===== src/rtl/update_scheduler.sv =====
//==============================================================================
// Module   : update_scheduler
// Desc     : Three prescaled update sources (player, bullet, second) granted
//            round-robin into display blanking; optional grant watchdog
//            enabled by defining UPDATE_SCHED_WATCHDOG_EN.
// Revision : 1.0 - initial release
//==============================================================================
`default_nettype none

module update_scheduler #(
    parameter int PLAYER_DIV  = 200000,
    parameter int BULLET_DIV  = 75000,
    parameter int SEC_DIV     = 50000000,
    parameter int WDOG_CYCLES = 1024
) (
    input  logic       clk_i,
    input  logic       rst_ni,
    input  logic       blank_i,
    input  logic       pause_i,
    input  logic       done_i,
    output logic [2:0] grant_o,
    output logic       busy_o,
    output logic [2:0] overrun_o,
    output logic       timeout_o
);

    typedef enum logic [0:0] {
        S_IDLE = 1'b0,
        S_WAIT = 1'b1
    } state_t;

    state_t     r_state;
    state_t     w_state_nxt;
    logic [2:0] r_grant;
    logic [2:0] w_grant_nxt;
    logic [2:0] r_pending;
    logic [2:0] r_overrun;
    logic [1:0] r_last;
    logic [1:0] w_last_nxt;
    logic [2:0] w_tick;
    logic [2:0] w_clr;
    logic [1:0] w_c0;
    logic [1:0] w_c1;
    logic [1:0] w_c2;
    logic [1:0] w_sel;
    logic       w_wdog_expired;

    function automatic logic [1:0] next_src(input logic [1:0] idx);
        return (idx == 2'd2) ? 2'd0 : idx + 2'd1;
    endfunction

    // Every divider must be at least 2 so the counter has a non-zero width.
    for (genvar gi = 0; gi < 3; gi++) begin : g_presc
        localparam int c_DIV   = (gi == 0) ? PLAYER_DIV : (gi == 1) ? BULLET_DIV : SEC_DIV;
        localparam int c_CNT_W = $clog2(c_DIV);
        localparam logic [c_CNT_W-1:0] c_CNT_LAST = c_CNT_W'(c_DIV - 1);

        logic [c_CNT_W-1:0] r_cnt;

        always_ff @(posedge clk_i or negedge rst_ni) begin
            if (!rst_ni) begin
                r_cnt <= '0;
            end else if (!pause_i) begin
                r_cnt <= (r_cnt == c_CNT_LAST) ? '0 : r_cnt + 1'b1;
            end
        end

        assign w_tick[gi] = !pause_i && (r_cnt == c_CNT_LAST);
    end

    // Round-robin search order begins with the source after the last grant.
    assign w_c0 = next_src(r_last);
    assign w_c1 = next_src(w_c0);
    assign w_c2 = next_src(w_c1);

    always_comb begin
        w_sel = w_c2;
        if (r_pending[w_c0]) begin
            w_sel = w_c0;
        end else if (r_pending[w_c1]) begin
            w_sel = w_c1;
        end
    end

    always_ff @(posedge clk_i or negedge rst_ni) begin
        if (!rst_ni) begin
            r_state <= S_IDLE;
        end else begin
            r_state <= w_state_nxt;
        end
    end

    always_comb begin
        w_state_nxt = r_state;
        w_grant_nxt = r_grant;
        w_last_nxt  = r_last;
        w_clr       = '0;
        case (r_state)
            S_IDLE: begin
                w_grant_nxt = '0;
                if (blank_i && (|r_pending)) begin
                    w_grant_nxt = 3'b001 << w_sel;
                    w_last_nxt  = w_sel;
                    w_state_nxt = S_WAIT;
                end
            end
            S_WAIT: begin
                // Blanking may end mid-grant; only done or the watchdog ends it.
                if (done_i || w_wdog_expired) begin
                    w_clr       = r_grant;
                    w_grant_nxt = '0;
                    w_state_nxt = S_IDLE;
                end
            end
            default: begin
                w_grant_nxt = '0;
                w_state_nxt = S_IDLE;
            end
        endcase
    end

    // A tick landing on the cycle its pending bit is cleared re-arms it cleanly.
    always_ff @(posedge clk_i or negedge rst_ni) begin
        if (!rst_ni) begin
            r_grant   <= '0;
            r_last    <= 2'd2;
            r_pending <= '0;
            r_overrun <= '0;
        end else begin
            r_grant   <= w_grant_nxt;
            r_last    <= w_last_nxt;
            r_pending <= (r_pending & ~w_clr) | w_tick;
            r_overrun <= r_overrun | (w_tick & r_pending & ~w_clr);
        end
    end

`ifdef UPDATE_SCHED_WATCHDOG_EN
    localparam int c_WDOG_W = $clog2(WDOG_CYCLES + 1);
    localparam logic [c_WDOG_W-1:0] c_WDOG_LAST = c_WDOG_W'(WDOG_CYCLES - 1);

    logic [c_WDOG_W-1:0] r_wdog;
    logic                r_timeout;

    assign w_wdog_expired = (r_state == S_WAIT) && !done_i && (r_wdog == c_WDOG_LAST);

    always_ff @(posedge clk_i or negedge rst_ni) begin
        if (!rst_ni) begin
            r_wdog    <= '0;
            r_timeout <= 1'b0;
        end else begin
            r_timeout <= w_wdog_expired;
            if ((r_state == S_WAIT) && (w_state_nxt == S_WAIT)) begin
                r_wdog <= r_wdog + 1'b1;
            end else begin
                r_wdog <= '0;
            end
        end
    end

    assign timeout_o = r_timeout;
`else
    assign w_wdog_expired = 1'b0;
    // Constant 0: the grant is held until done_i however long it takes.
    assign timeout_o = (WDOG_CYCLES < 0);
`endif

    assign grant_o   = r_grant;
    assign busy_o    = (r_state == S_WAIT);
    assign overrun_o = r_overrun;

endmodule

`default_nettype wire

===== config.mk =====
export PLATFORM = sky130hd
export DESIGN_NAME = update_scheduler
export DESIGN_NICKNAME = d
export VERILOG_FILES = /design/src/rtl/update_scheduler.sv
export SDC_FILE = /design/constraint.sdc
export NUM_CORES = 1
export LEC_CHECK = 0
export CAP_MARGIN = 25
export CORE_MARGIN = 1
export CORE_UTILIZATION = 45
export DETAILED_ROUTE_END_ITERATION = 12
export GPL_TIMING_DRIVEN = 1
export PLACE_DENSITY = 0.6
export REMOVE_ABC_BUFFERS = 1
export SETUP_SLACK_MARGIN = 0.4
export SLEW_MARGIN = 20
export SYNTH_ARGS = -nofsm -noshare
export SYNTH_HDL_FRONTEND = slang
export SYNTH_SLANG_ARGS = --single-unit

===== constraint.sdc =====
create_clock -name clk_i -period 2.3 [get_ports clk_i]
set_input_delay 0.46 -clock clk_i [delete_from_list [all_inputs] [get_ports clk_i]]
set_output_delay 0.46 -clock clk_i [all_outputs]
set_load 0.03 [all_outputs]

* Word-level counts from Yosys, hierarchy flattened *
Cells that the tools add are included.

word-level totals
  logic and storage cells = 58
  bits of input ports = 5
  bits in registers = 73
  output and inout bits = 8

cells by class
  add/sub/neg operators = 6
  mux-type cells = 20
  reduce and logical (&&, ||, !) cells = 7
  eq/ne operators = 7
  bitwise gates (word level) = 7
  shift operators = 1
  order comparisons = 2

operators by type and width
  cell                     number
  $add A26 B1 Y26 const B  1
  $eq A26 B26 Y1 const B   1
  $mux W26                 1
  $add A18 B1 Y18 const B  1
  $eq A18 B18 Y1 const B   1
  $mux W18                 1
  $add A17 B1 Y17 const B  1
  $eq A17 B17 Y1 const B   1
  $mux W17                 1
  $mux W3                  4
  $mux W2                  5
  $and A3 B3 Y3            3
  $add A2 B1 Y2 const B    3
  $eq A2 B2 Y1 const B     3
  $lt A2 B3 Y1 const B     2
  $or A3 B3 Y3             2
  $pmux W3 S2              1
  $bmux W1 S2              2
  $logic_and A1 B1 Y1      4
  $mux W1                  4
  $not A3 Y3               1
  $reduce_or A3 Y1         1
  $shl A1 B2 Y3 const A    1
  $ne A2 B2 Y1 const B     1
  other kinds (4)          4

* Depth between registers and ports, before layout *
Gate-level depths: netlist of run 1.

  depth in word-level cells = 11
  mapped depth = 7

* Worst setup path after synthesis of run 1 *
OpenSTA, ideal clock, no wires.

  kind = reg2reg
  start = reg g_presc[2].r_cnt[10]
  end = reg g_presc[2].r_cnt[13]
  arrival = 1,566 ps
  cell stages (with the launch flop) = 7
  path buffers = 2
  slack = 615 ps
  period minus slack after synthesis = 1,685 ps
  cell sequence = dfrtp_1 -> or4b_1 -> nor4_1 -> and3_1 -> buf_6 -> buf_12 -> nor2_1

between the ends
  cells in the longest elaborated chain, start to end = 2
  elaborated cells on any way between the ends = 3
  those cells by class = 1 x add/sub; 1 x eq/ne; 1 x mux

RTL lines
  element                                            RTL line  text
  start: declaration                                 58        logic [c_CNT_W-1:0] r_cnt;
  start signal: assignment                           64        r_cnt <= (r_cnt == c_CNT_LAST) ? '0 : r_cnt + 1'b1;
  $add A26 B1 Y26 or $eq A26 B26 Y1 (tied branches)  64
  $mux W26 (*)                                       64

Every way passes the cells marked *; elsewhere a longest branch is shown, timed or not.
A chain may end at the register's enable or synchronous reset.

* Worst setup path after layout of run 1 *
  start = reg r_grant[1], in the netlist grant_o[1]
  end = out grant_o[1]

RTL lines
  element                   RTL line  text
  start: declaration        34        logic [2:0] r_grant;
  start signal: assignment  130       r_grant <= w_grant_nxt;
  end: declaration          21        output logic [2:0] grant_o,

No word-level cell between the ends.

==> key figures, run 1 <==
Floorplanning
  • Die W: 89.3 µm
  • Die area: 7980 µm²
  • Ports: 13
  • Chip height: 89.3 µm
  • Cell row count: 31
  • Core Area: 7330 µm²
  • Initial Util: 46.8%

Placed design
  • RePlAce Congestion: 0.807
  • Post-Place Cells: 449
  • DP Area: 3790 µm²
  • HPWL Detailed: 4120 µm
  • Port Buf Inserts: 11

Route
  • Final WL: 6130 µm
  • Initial drt markers: 81
  • DRC Markers: 0
  • DR pass1 iterations: 4
  • Vias per cell: 5.15
  • Vias: 2,399
  • Final ANT Viol Nets: 0
  • Wire per inst: 13.1 µm

Timing
  • Final period util: 81.4%
  • Max Slew Vio Count: 0
  • Final hold slack: 0.0693 ns
  • RSZ-0062 raised after global routing: yes
  • Worst-margin pin slew: 0.549 ns
  • Setup_tns: 0 ns
  • Hold Vio Cnt, Final: 0
  • Setup-failing EPs final: 0
  • Clk_skew: 0.0129 ns
  • Max_slew headroom: 63.3%
  • Fin crit period: 1.87 ns
  • Max Clk Rate: 0.534 GHz

Setup path
  • Crit path max-delay family: buffers and inverters
  • CP bufs+invs: 1
  • Critical path arrival: 1.41 ns
  • CP Cell Sequence: clkdlybuf4s50_1
  • Critical-path top delay cell: clkdlybuf4s50_1
  • CP Max Fanout: 3
  • CP startpoint kind: register
  • Crit. End Element: primary output
  • Required time of the worst setup path: 1.84 ns
  • Setup Crit Path Kind: reg2out
  • Crit path largest cell delay: 0.68 ns

Clock network
  • Clock insertion delay at the later pin of the skew report: 0.34 ns
  • Reg clk slew, reported paths: 0.08 ns
  • CTS Buffer Depth: 2
  • Cts bufs inserted: 9
  • Max H-tree Level: 3
  • Num Clock Sinks: 73
  • Root Driver: clkbuf_8
  • CTS tree: built

Synthesis
  • Top FF cell, synth: dfrtp_1
  • Post-synthesis sequential area ratio: 53.3%
  • Post-synth ARST share: 100%
  • Synth Cell Area: 3430 µm²
  • Unique masters post-synth: 45
  • Mapped Cells: 327
  • Syn. warnings: 0
  • Synthesis-stage register bit count: 73
  • Syn Area/Cell: 10.5 µm²
  • Post-synth EDFFs: 0

Layout
  • Commonest non-fill, non-tap cell in the layout: dfrtp_1
  • Post-route insts no fill: 466
  • Final instance area: 4070 µm²
  • Post-layout nets: 370
  • Area Growth Syn to Fin: 18.6%
  • Commonest non-fill, non-tap cells in the layout: dfrtp_1, nor2_1, nand2_1, xor2_1, nand3_1
  • Layout cells sized above 1: 14.7%
  • Antenna fix cells: 0

GRT
  • Initial antenna violation count: 0
  • GRT overflow: 0
  • Routing usage on met3: 4.16%
  • Total GRT Usage: 17.8%
  • GR peak layer: met2
  • Vias in the first global route: 2,306
  • First-pass GRT wire length: 10,600 µm
  • GR Util met1: 24.2%
  • Met2 Track Usage GR: 27.4%
  • Largest net degree at the start of global routing: 39

Power
  • PwrDens: 797 nW/µm²
  • LEAKAGE: 1.86 nW
  • Pwr Total: 3.25 mW
  • IR Drop Worst-Case VDD: 534 µV

Status
  • Outcome: complete, no violations

Hold path
  • Hold WC Path Type: in2async

Run
  • Max-cap viol count: 0
final cells by class:
cell class                      instances  area [µm²]
Fill cell                             666        3260
Sequential cell                        73        1830
Multi-Input combinational cell        243        1590
Timing Repair Buffer                   31         294
Clock buffer                           10         128
Tap cell                               99         124
Clock inverter                          6        91.3
Inverter                                4        15.0
sequential cells by signal, indices dropped and copies added (netlist names):
signal	count
busy_o	1
g_presc.r_cnt	61
grant_o	3
overrun_o	3
r_last	2
r_pending	3
per-layer routing:
metal	share of wire [%]	routed length (µm)
met1	51	3120
met2	45	2750
met3	2.6	162
met4	1.6	99
met5	0	0
cells in the mapped netlist, types with 5 or more instances:
master / number / area (µm²)
nor3_1: 9 / 45.0
xnor2_1: 22 / 193
and4_1: 5 / 43.8
nand4_1: 13 / 81.3
nand3b_1: 5 / 37.5
nor2_1: 44 / 165
dfrtp_1: 72 / 1800
nand3_1: 23 / 115
xor2_1: 32 / 280
nand2_1: 32 / 120
o21ai_0: 5 / 25.0
kinds of logic after synthesis:
family | share of synthesized area, %
multiplexers | 0.875
XOR/XNOR | 13.8
adder cells (fa/ha/maj) | 1.09
buffers and inverters | 2.00
other | 0.109
AND/OR/NAND/NOR | 25.8
AO/OA/AOI/OAI | 3.10
flip-flops | 53.3
final timing paths:
check	endpoint	cells past startpoint	startpoint	slack, ns
min reg2reg	overrun_o[1]	1	overrun_o[1]	0.47
min in group clk_i	overrun_o[1]	1	overrun_o[1]	0.47
min	g_presc[2].r_cnt[21]	1	rst_ni	0.07
max	grant_o[1]	1	grant_o[1]	0.43
max reg2reg	overrun_o[2]	5	g_presc[2].r_cnt[10]	0.46
max in group asynchronous	g_presc[1].r_cnt[1]	2	rst_ni	1.66
power by group:
| part | total [mW] | internal (mW) | switching, mW |
|---|---|---|---|
| Clock | 1.10 | 0.615 | 0.488 |
| Sequential | 1.67 | 1.47 | 0.209 |
| Combinational | 0.471 | 0.235 | 0.236 |
| Total | 3.25 | 2.31 | 0.932 |
stage by stage:
stage | utilization, % | worst slack (ns)
floorplan | - | 0.469
detailed placement | 51.7 | 0.0613
global route | 55.5 | 0.317
finish | 55.5 | 0.428
global placement | 51.7 | 0.112
CTS | 54.7 | 0.402
repair_timing:
action | in CTS | in global routing
pin swaps | 0 | 2
resized for setup | 1 | 11
setup buffers | 0 | 1
endpoints found under the setup margin | 1 | 15
hold buffers | 0 | 0
(Power assumes the default switching activity.)
==> run 2, diff against run 1 <==
- clock period: 2.3 -> 1.9 ns (I/O delays scaled with it)
==> key figures, run 2 (synthesis gave the netlist of run 1 again) <==
Placed design
  • Port Buf Inserts: 11 (unchanged)
  • Dpl ws: -0.294 ns (was 0.0613 ns)
  • RePlAce Congestion: 0.794 (was 0.807)
  • HPWL Detailed: 4230 µm (was 4120 µm)
  • Post-Place Cells: 459 (was 449)
  • DP Area: 3850 µm² (was 3790 µm²)

Setup path
  • Critical-path top delay cell: dfrtp_1 (was clkdlybuf4s50_1)
  • CP Max Fanout: 6 (was 3)
  • Crit. End Element: register (was primary output)
  • Required time of the worst setup path: 2.19 ns (was 1.84 ns)
  • Setup Crit Path Kind: reg2reg (was reg2out)
  • CP Cell Sequence: nor4b_4, nand3_2, nor4_4, and3_4, buf_12, a31o_1 (was clkdlybuf4s50_1)
  • Critical path arrival: 1.98 ns (was 1.41 ns)
  • Crit path largest cell delay: 0.42 ns (was 0.68 ns)
  • CP startpoint kind: register (unchanged)

Clock network
  • Clock insertion delay at the later pin of the skew report: 0.35 ns (was 0.34 ns)
  • CTS Buffer Depth: 2 (unchanged)
  • Cts bufs inserted: 9 (unchanged)
  • Reg clk slew, reported paths: 0.08 ns (about the same)
  • Root Driver: clkbuf_8 (unchanged)
  • Max H-tree Level: 3 (unchanged)
  • CTS tree: built (unchanged)
  • Num Clock Sinks: 73 (unchanged)

Route
  • Vias: 2,586 (was 2,399)
  • DR pass1 iterations: 4 (unchanged)
  • Initial drt markers: 81 (unchanged)
  • Wire per inst: 13.7 µm (was 13.1 µm)
  • Final WL: 6940 µm (was 6130 µm)
  • Final ANT Viol Nets: 0 (unchanged)
  • Vias per cell: 5.12 (was 5.15)
  • DRC Markers: 0 (unchanged)

Layout
  • Commonest non-fill, non-tap cell in the layout: dfrtp_1 (unchanged)
  • Fin util: 62.7% (was 55.5%)
  • Final instance area: 4600 µm² (was 4070 µm²)
  • Register Area: 1840 µm² (was 1830 µm²)
  • Area Growth Syn to Fin: 33.9% (was 18.6%)
  • Fillers: 612 (was 666)
  • Post-route insts no fill: 505 (was 466)
  • Multi-input gate area: 1790 µm² (was 1590 µm²)
  • Most flop-heavy register: g_presc.r_cnt (unchanged)
  • Post-layout nets: 409 (was 370)
  • Max reg flops: 61 (unchanged)
  • Commonest non-fill, non-tap cells in the layout: dfrtp_1, buf_4, nand2_1 (was dfrtp_1, nor2_1, nand2_1, xor2_1, nand3_1)
  • Antenna fix cells: 0 (unchanged)
  • Layout cells sized above 1: 34.0% (was 14.7%)

Hold path
  • Hold WC Path Type: in2reg (was in2async)

Timing
  • Final period util: 88.7%
  • Setup-failing EPs final: 0 (unchanged)
  • Setup_tns: 0 ns (unchanged)
  • Fin crit period: 1.68 ns
  • Clk_skew: 0.0109 ns (was 0.0129 ns)
  • RSZ-0062 raised after global routing: yes (unchanged)
  • Setup slack after layout: 0.215 ns (was 0.428 ns)
  • Hold Vio Cnt, Final: 0 (unchanged)
  • Max Clk Rate: 0.593 GHz
  • Max Slew Vio Count: 0 (unchanged)

GRT
  • Largest net degree at the start of global routing: 37 (was 39)
  • Routing usage on met3: 5.82% (was 4.16%)
  • First-pass GRT wire length: 11,500 µm (was 10,600 µm)
  • Total GRT Usage: 19.0% (was 17.8%)
  • GRT overflow: 0 (unchanged)
  • Initial antenna violation count: 0 (unchanged)
  • GR peak layer: met2 (unchanged)
  • Vias in the first global route: 2,508 (was 2,306)
  • Met2 Track Usage GR: 31.3% (was 27.4%)
  • GR Util met1: 24.5% (was 24.2%)

Power
  • LEAKAGE: 2.09 nW (was 1.86 nW)
  • PwrDens: 892 nW/µm² (was 797 nW/µm²)
  • IR Drop Worst-Case VDD: 714 µV (was 534 µV)

Floorplanning
  • Core Area: 7330 µm² (unchanged)
  • Die area: 7980 µm² (unchanged)
  • Cell row count: 31 (unchanged)
  • Ports: 13 (unchanged)
  • Chip height: 89.3 µm (unchanged)
  • Die W: 89.3 µm (unchanged)
  • Initial Util: 46.8% (unchanged)

Run
  • Max-cap viol count: 0 (unchanged)

Status
  • Outcome: complete, no violations (unchanged)
-- run 2: changes by cell type in the layout (fill, tap and decap cells not counted), sizes merged, moves of 2 or more --
cell / before / now
clkinv: 0 / 3
buf: 21 / 60
clkdlybuf4s15: 0 / 4
clkdlybuf4s50: 9 / 2
clkbuf: 10 / 12
-- run 2: worst paths after layout --
kind / start / to / slack, ns / cells past startpoint
min: pause_i / g_presc[0].r_cnt[0] / 0.40 / 3
max in group asynchronous: rst_ni / g_presc[1].r_cnt[3] / 0.80 / 3
max reg2reg: g_presc[2].r_cnt[24] / overrun_o[2] / 0.22 / 6
min in group asynchronous: rst_ni / grant_o[0] / 0.53 / 2
min reg2reg: g_presc[2].r_cnt[4] / g_presc[2].r_cnt[4] / 0.48 / 1
max: g_presc[2].r_cnt[24] / overrun_o[2] / 0.22 / 6
-- run 2: repair_timing --
action,4_1_cts,5_1_grt
endpoints found under the hold margin,17,0
pin swaps,8,32
cloned,1,1
buffers inserted,6,21
hold buffers,1,0
endpoints found under the setup margin,68,59
gates resized for setup,40,62
-- run 2: layer usage --
| metal | part of all wire, % | up-vias |
|---|---|---|
| li1 | - | 1267 |
| met1 | 47 | 1275 |
| met2 | 49 | 39 |
| met3 | 3.1 | 5 |
| met4 | 0.94 | 0 |
| met5 | 0 | - |
-- run 2: cell type report --
type	count	area share, %
Clock inverter	7	1.55
Sequential cell	73	39.9
Clock buffer	9	2.69
Timing Repair Buffer	70	13.8
Multi-Input combinational cell	243	39.0
Tap cell	99	2.69
Inverter	4	0.327
-- run 2: critical path: cells and delay by family (launching register included) --
| kind | cells | cell delay, ns |
|---|---|---|
| buffers and inverters | 1 | 0.13 |
| flip-flops | 1 | 0.42 |
| AND/OR/NAND/NOR | 4 | 0.95 |
| AO/OA/AOI/OAI | 1 | 0.13 |
-- run 2: through the flow --
stage	power (mW)	hold slack [ns]
finish	4.10	0.400
global route	4.35	0.407
CTS	3.89	0.469
detailed placement	2.61	0.377
global placement	2.59	0.371
floorplan	2.40	0.0844
-- run 2: power breakdown --
part / switching, mW / leakage, nW / internal [mW]
Combinational: 0.391 / 1.03 / 0.494
Sequential: 0.244 / 0.970 / 1.78
Clock: 0.587 / 0.0912 / 0.603
Total: 1.22 / 2.09 / 2.88
==> run 3, diff against run 2 <==
- ABC_AREA: default -> 1
- PLACE_DENSITY: 0.6 -> 0.59
- clock period: 1.9 -> 2 ns (I/O delays scaled with it)
==> key figures, run 3 <==
Clock network
  • Reg clk slew, reported paths: 0.09 ns (was 0.08 ns)
  • Num Clock Sinks: 73 (unchanged)
  • Clock insertion delay at the later pin of the skew report: 0.36 ns (was 0.35 ns)
  • CTS tree: built (unchanged)
  • Max H-tree Level: 3 (unchanged)
  • CTS Buffer Depth: 2 (unchanged)
  • Cts bufs inserted: 9 (unchanged)
  • Root Driver: clkbuf_8 (unchanged)

Setup path
  • Critical path arrival: 1.81 ns (was 1.98 ns)
  • CP Max Fanout: 5 (was 6)
  • Setup Crit Path Kind: reg2reg (unchanged)
  • CP startpoint kind: register (unchanged)
  • Worst R2R Start: g_presc[0].r_cnt[0] (was g_presc[2].r_cnt[24])
  • Required time of the worst setup path: 2.26 ns (was 2.19 ns)
  • Crit. End Element: register (unchanged)
  • Launch point of the worst path: g_presc[0].r_cnt[0] (was g_presc[2].r_cnt[24])

GRT
  • GRT overflow: 0 (unchanged)
  • Vias in the first global route: 3,754 (was 2,508)
  • Initial antenna violation count: 0 (unchanged)
  • Routing usage on met3: 3.55% (was 5.82%)
  • Largest net degree at the start of global routing: 49 (was 37)
  • First-pass GRT wire length: 17,200 µm (was 11,500 µm)
  • Total GRT Usage: 21.4% (was 19.0%)
  • GR peak layer: met2 (unchanged)
  • GR Util met1: 28.6% (was 24.5%)
  • Met2 Track Usage GR: 36.0% (was 31.3%)

Synthesis
  • Top cells by area, synth: dfrtp_1, nand2_1, inv_1, nor2_1, nand3_1 (was dfrtp_1, xor2_1, xnor2_1, nor2_1, nand2_1)
  • Most frequent cells after synthesis: nand2_1, inv_1, nor2_1, dfrtp_1, nand3_1 (was dfrtp_1, nor2_1, nand2_1, xor2_1, nand3_1)
  • Post-synth ARST share: 100% (unchanged)
  • Unique masters post-synth: 32 (was 45)
  • Synth Cell Area: 4340 µm² (was 3430 µm²)
  • Top cell type's share of synthesized area: 41.5% (was 52.5%)
  • Post-synth EDFFs: 0 (unchanged)
  • Leading area contributor after synthesis: dfrtp_1 (unchanged)
  • Count leader, synth: nand2_1 (was dfrtp_1)
  • Post-synthesis sequential area ratio: 42.1% (was 53.3%)
  • Mapped Cells: 603 (was 327)
  • Synthesis-stage register bit count: 73 (unchanged)
  • Syn. warnings: 0 (unchanged)
  • Top FF cell, synth: dfrtp_1 (unchanged)
  • Syn Area/Cell: 7.20 µm² (was 10.5 µm²)

Route
  • Final WL: 9850 µm (was 6940 µm)
  • DRC Markers: 0 (unchanged)
  • DR pass1 iterations: 4 (unchanged)
  • Final ANT Viol Nets: 0 (unchanged)
  • Vias: 3,859 (was 2,586)
  • Wire per inst: 12.6 µm (was 13.7 µm)
  • Vias per cell: 4.93 (was 5.12)
  • Initial drt markers: 131 (was 81)

Floorplanning
  • Cell row count: 35 (was 31)
  • Die W: 100 µm (was 89.3 µm)
  • Chip height: 100 µm (was 89.3 µm)
  • Ports: 13 (unchanged)
  • Die area: 10,000 µm² (was 7980 µm²)
  • Initial Util: 46.8% (about the same)
  • Core Area: 9280 µm² (was 7330 µm²)

Layout
  • Antenna fix cells: 0 (unchanged)
  • Most flop-heavy register: g_presc.r_cnt (unchanged)
  • Post-route insts no fill: 782 (was 505)
  • Fillers: 935 (was 612)
  • Final instance area: 5030 µm² (was 4600 µm²)
  • Layout cells sized above 1: 13.8% (was 34.0%)
  • Post-layout nets: 656 (was 409)
  • Commonest non-fill, non-tap cell in the layout: nand2_1 (was dfrtp_1)
  • Max reg flops: 61 (unchanged)
  • Commonest non-fill, non-tap cells in the layout: nand2_1, inv_1, nor2_1 (was dfrtp_1, buf_4, nand2_1)
  • Area Growth Syn to Fin: 15.8% (was 33.9%)

Power
  • Clock group share of total power: 26.4% (was 29.0%)
  • Net Switching: 1.59 mW (was 1.22 mW)
  • Int Power: 2.67 mW (was 2.88 mW)
  • IR Drop Worst-Case VDD: 617 µV (was 714 µV)
  • PwrDens: 846 nW/µm² (was 892 nW/µm²)
  • Seq pwr share: 48.0% (was 49.4%)
  • Switching part of the total power: 37.3% (was 29.8%)
  • Combinational share of power: 25.6% (was 21.6%)
  • LEAKAGE: 2.67 nW (was 2.09 nW)

Timing
  • Fin crit period: 1.55 ns (was 1.68 ns)
  • Max Slew Vio Count: 0 (unchanged)
  • RSZ-0062 raised after global routing: yes (unchanged)
  • Clk_skew: 0.0139 ns (was 0.0109 ns)
  • Hold Vio Cnt, Final: 0 (unchanged)
  • Final period util: 77.4% (was 88.7%)
  • Setup-failing EPs final: 0 (unchanged)
  • Setup slack after layout: 0.453 ns (was 0.215 ns)
  • Max Clk Rate: 0.646 GHz (was 0.593 GHz)

Hold path
  • Hold WC Path Type: in2async (was in2reg)

Placed design
  • Port Buf Inserts: 11 (unchanged)
  • RePlAce Congestion: 0.892 (was 0.794)
  • Dpl ws: -0.0407 ns (was -0.294 ns)
  • HPWL Detailed: 7380 µm (was 4230 µm)
  • DP Area: 4720 µm² (was 3850 µm²)
  • Post-Place Cells: 756 (was 459)

Run
  • Max-cap viol count: 0 (unchanged)

Status
  • Outcome: complete, no violations (unchanged)
[run 3: cells by family after synthesis]
kind of cell,count (synthesis),synth area share [%]
AOI/OAI and AO/OA,35,4.50
other,1,0.0864
buffers and inverters,103,9.31
muxes,2,0.490
xor gates and xnor gates,22,4.44
and+or+nand+nor,364,38.2
adders and majority gates,3,0.865
DFF,73,42.1
[run 3: path summary, 6_finish.rpt]
path | to | slack [ns] | cells after the start
hold / removal | g_presc[2].r_cnt[9] | 0.48 | 2
hold reg to reg | overrun_o[1] | 0.49 | 1
max in group asynchronous | g_presc[0].r_cnt[4] | 0.93 | 3
min in group clk_i | overrun_o[1] | 0.49 | 1
setup / recovery | g_presc[0].r_cnt[12] | 0.45 | 8
setup reg to reg | g_presc[0].r_cnt[12] | 0.45 | 8
[run 3: layout make-up]
cell class	instances	area, µm²	share of cell area [%]
sequential	73	1830	36.4
inverter	97	367	7.29
clock inverter	7	61.3	1.22
clock buffer	9	124	2.46
timing repair buffer	40	328	6.52
tap	129	161	3.21
multi-input combinational	427	2160	42.9
[run 3: power groups by stage]
stage                     Combinational (mW)  Clock [mW]  Sequential (mW)
after floorplan                        0.765           0             1.98
after global placement                 0.951           0             2.06
after detailed placement               0.974           0             2.07
after CTS                               1.02        1.17             2.03
after global routing                    1.27        1.22             2.08
final                                   1.09        1.12             2.04
[run 3: routing by layer]
layer | wire length [µm] | part of all wire (%)
met1 | 4750 | 48
met2 | 4710 | 48
met5 | 0 | 0
met3 | 253 | 2.6
met4 | 134 | 1.4
[run 3: through the flow]
step / TNS, ns / hold WS, ns / total power, mW / utilization [%]
after floorplan: 0 / 0.104 / 2.75 / -
after global placement: 0 / 0.339 / 3.01 / 50.9
after detailed placement: -0.174 / 0.335 / 3.04 / 50.9
final: 0 / 0.482 / 4.25 / 54.2
after CTS: 0 / 0.481 / 4.22 / 53.2
after global routing: 0 / 0.509 / 4.57 / 54.2
[run 3: what timing repair did]
action,4_1_cts,5_1_grt
hold buffers,1,0
pin swaps,0,7
endpoints found under the hold margin,24,0
buffers inserted,3,6
resized for setup,9,17
setup endpoints to repair,26,28
[run 3: critical path: stages, from the launching register on]
cell and delay (ns):
dfrtp_1 0.39, ha_2 0.22, nand3_4 0.10, nor3_4 0.30, nand2_2 0.14, nor3_4 0.14, nand2_1 0.07, nand2_1 0.06
inv_1 0.03
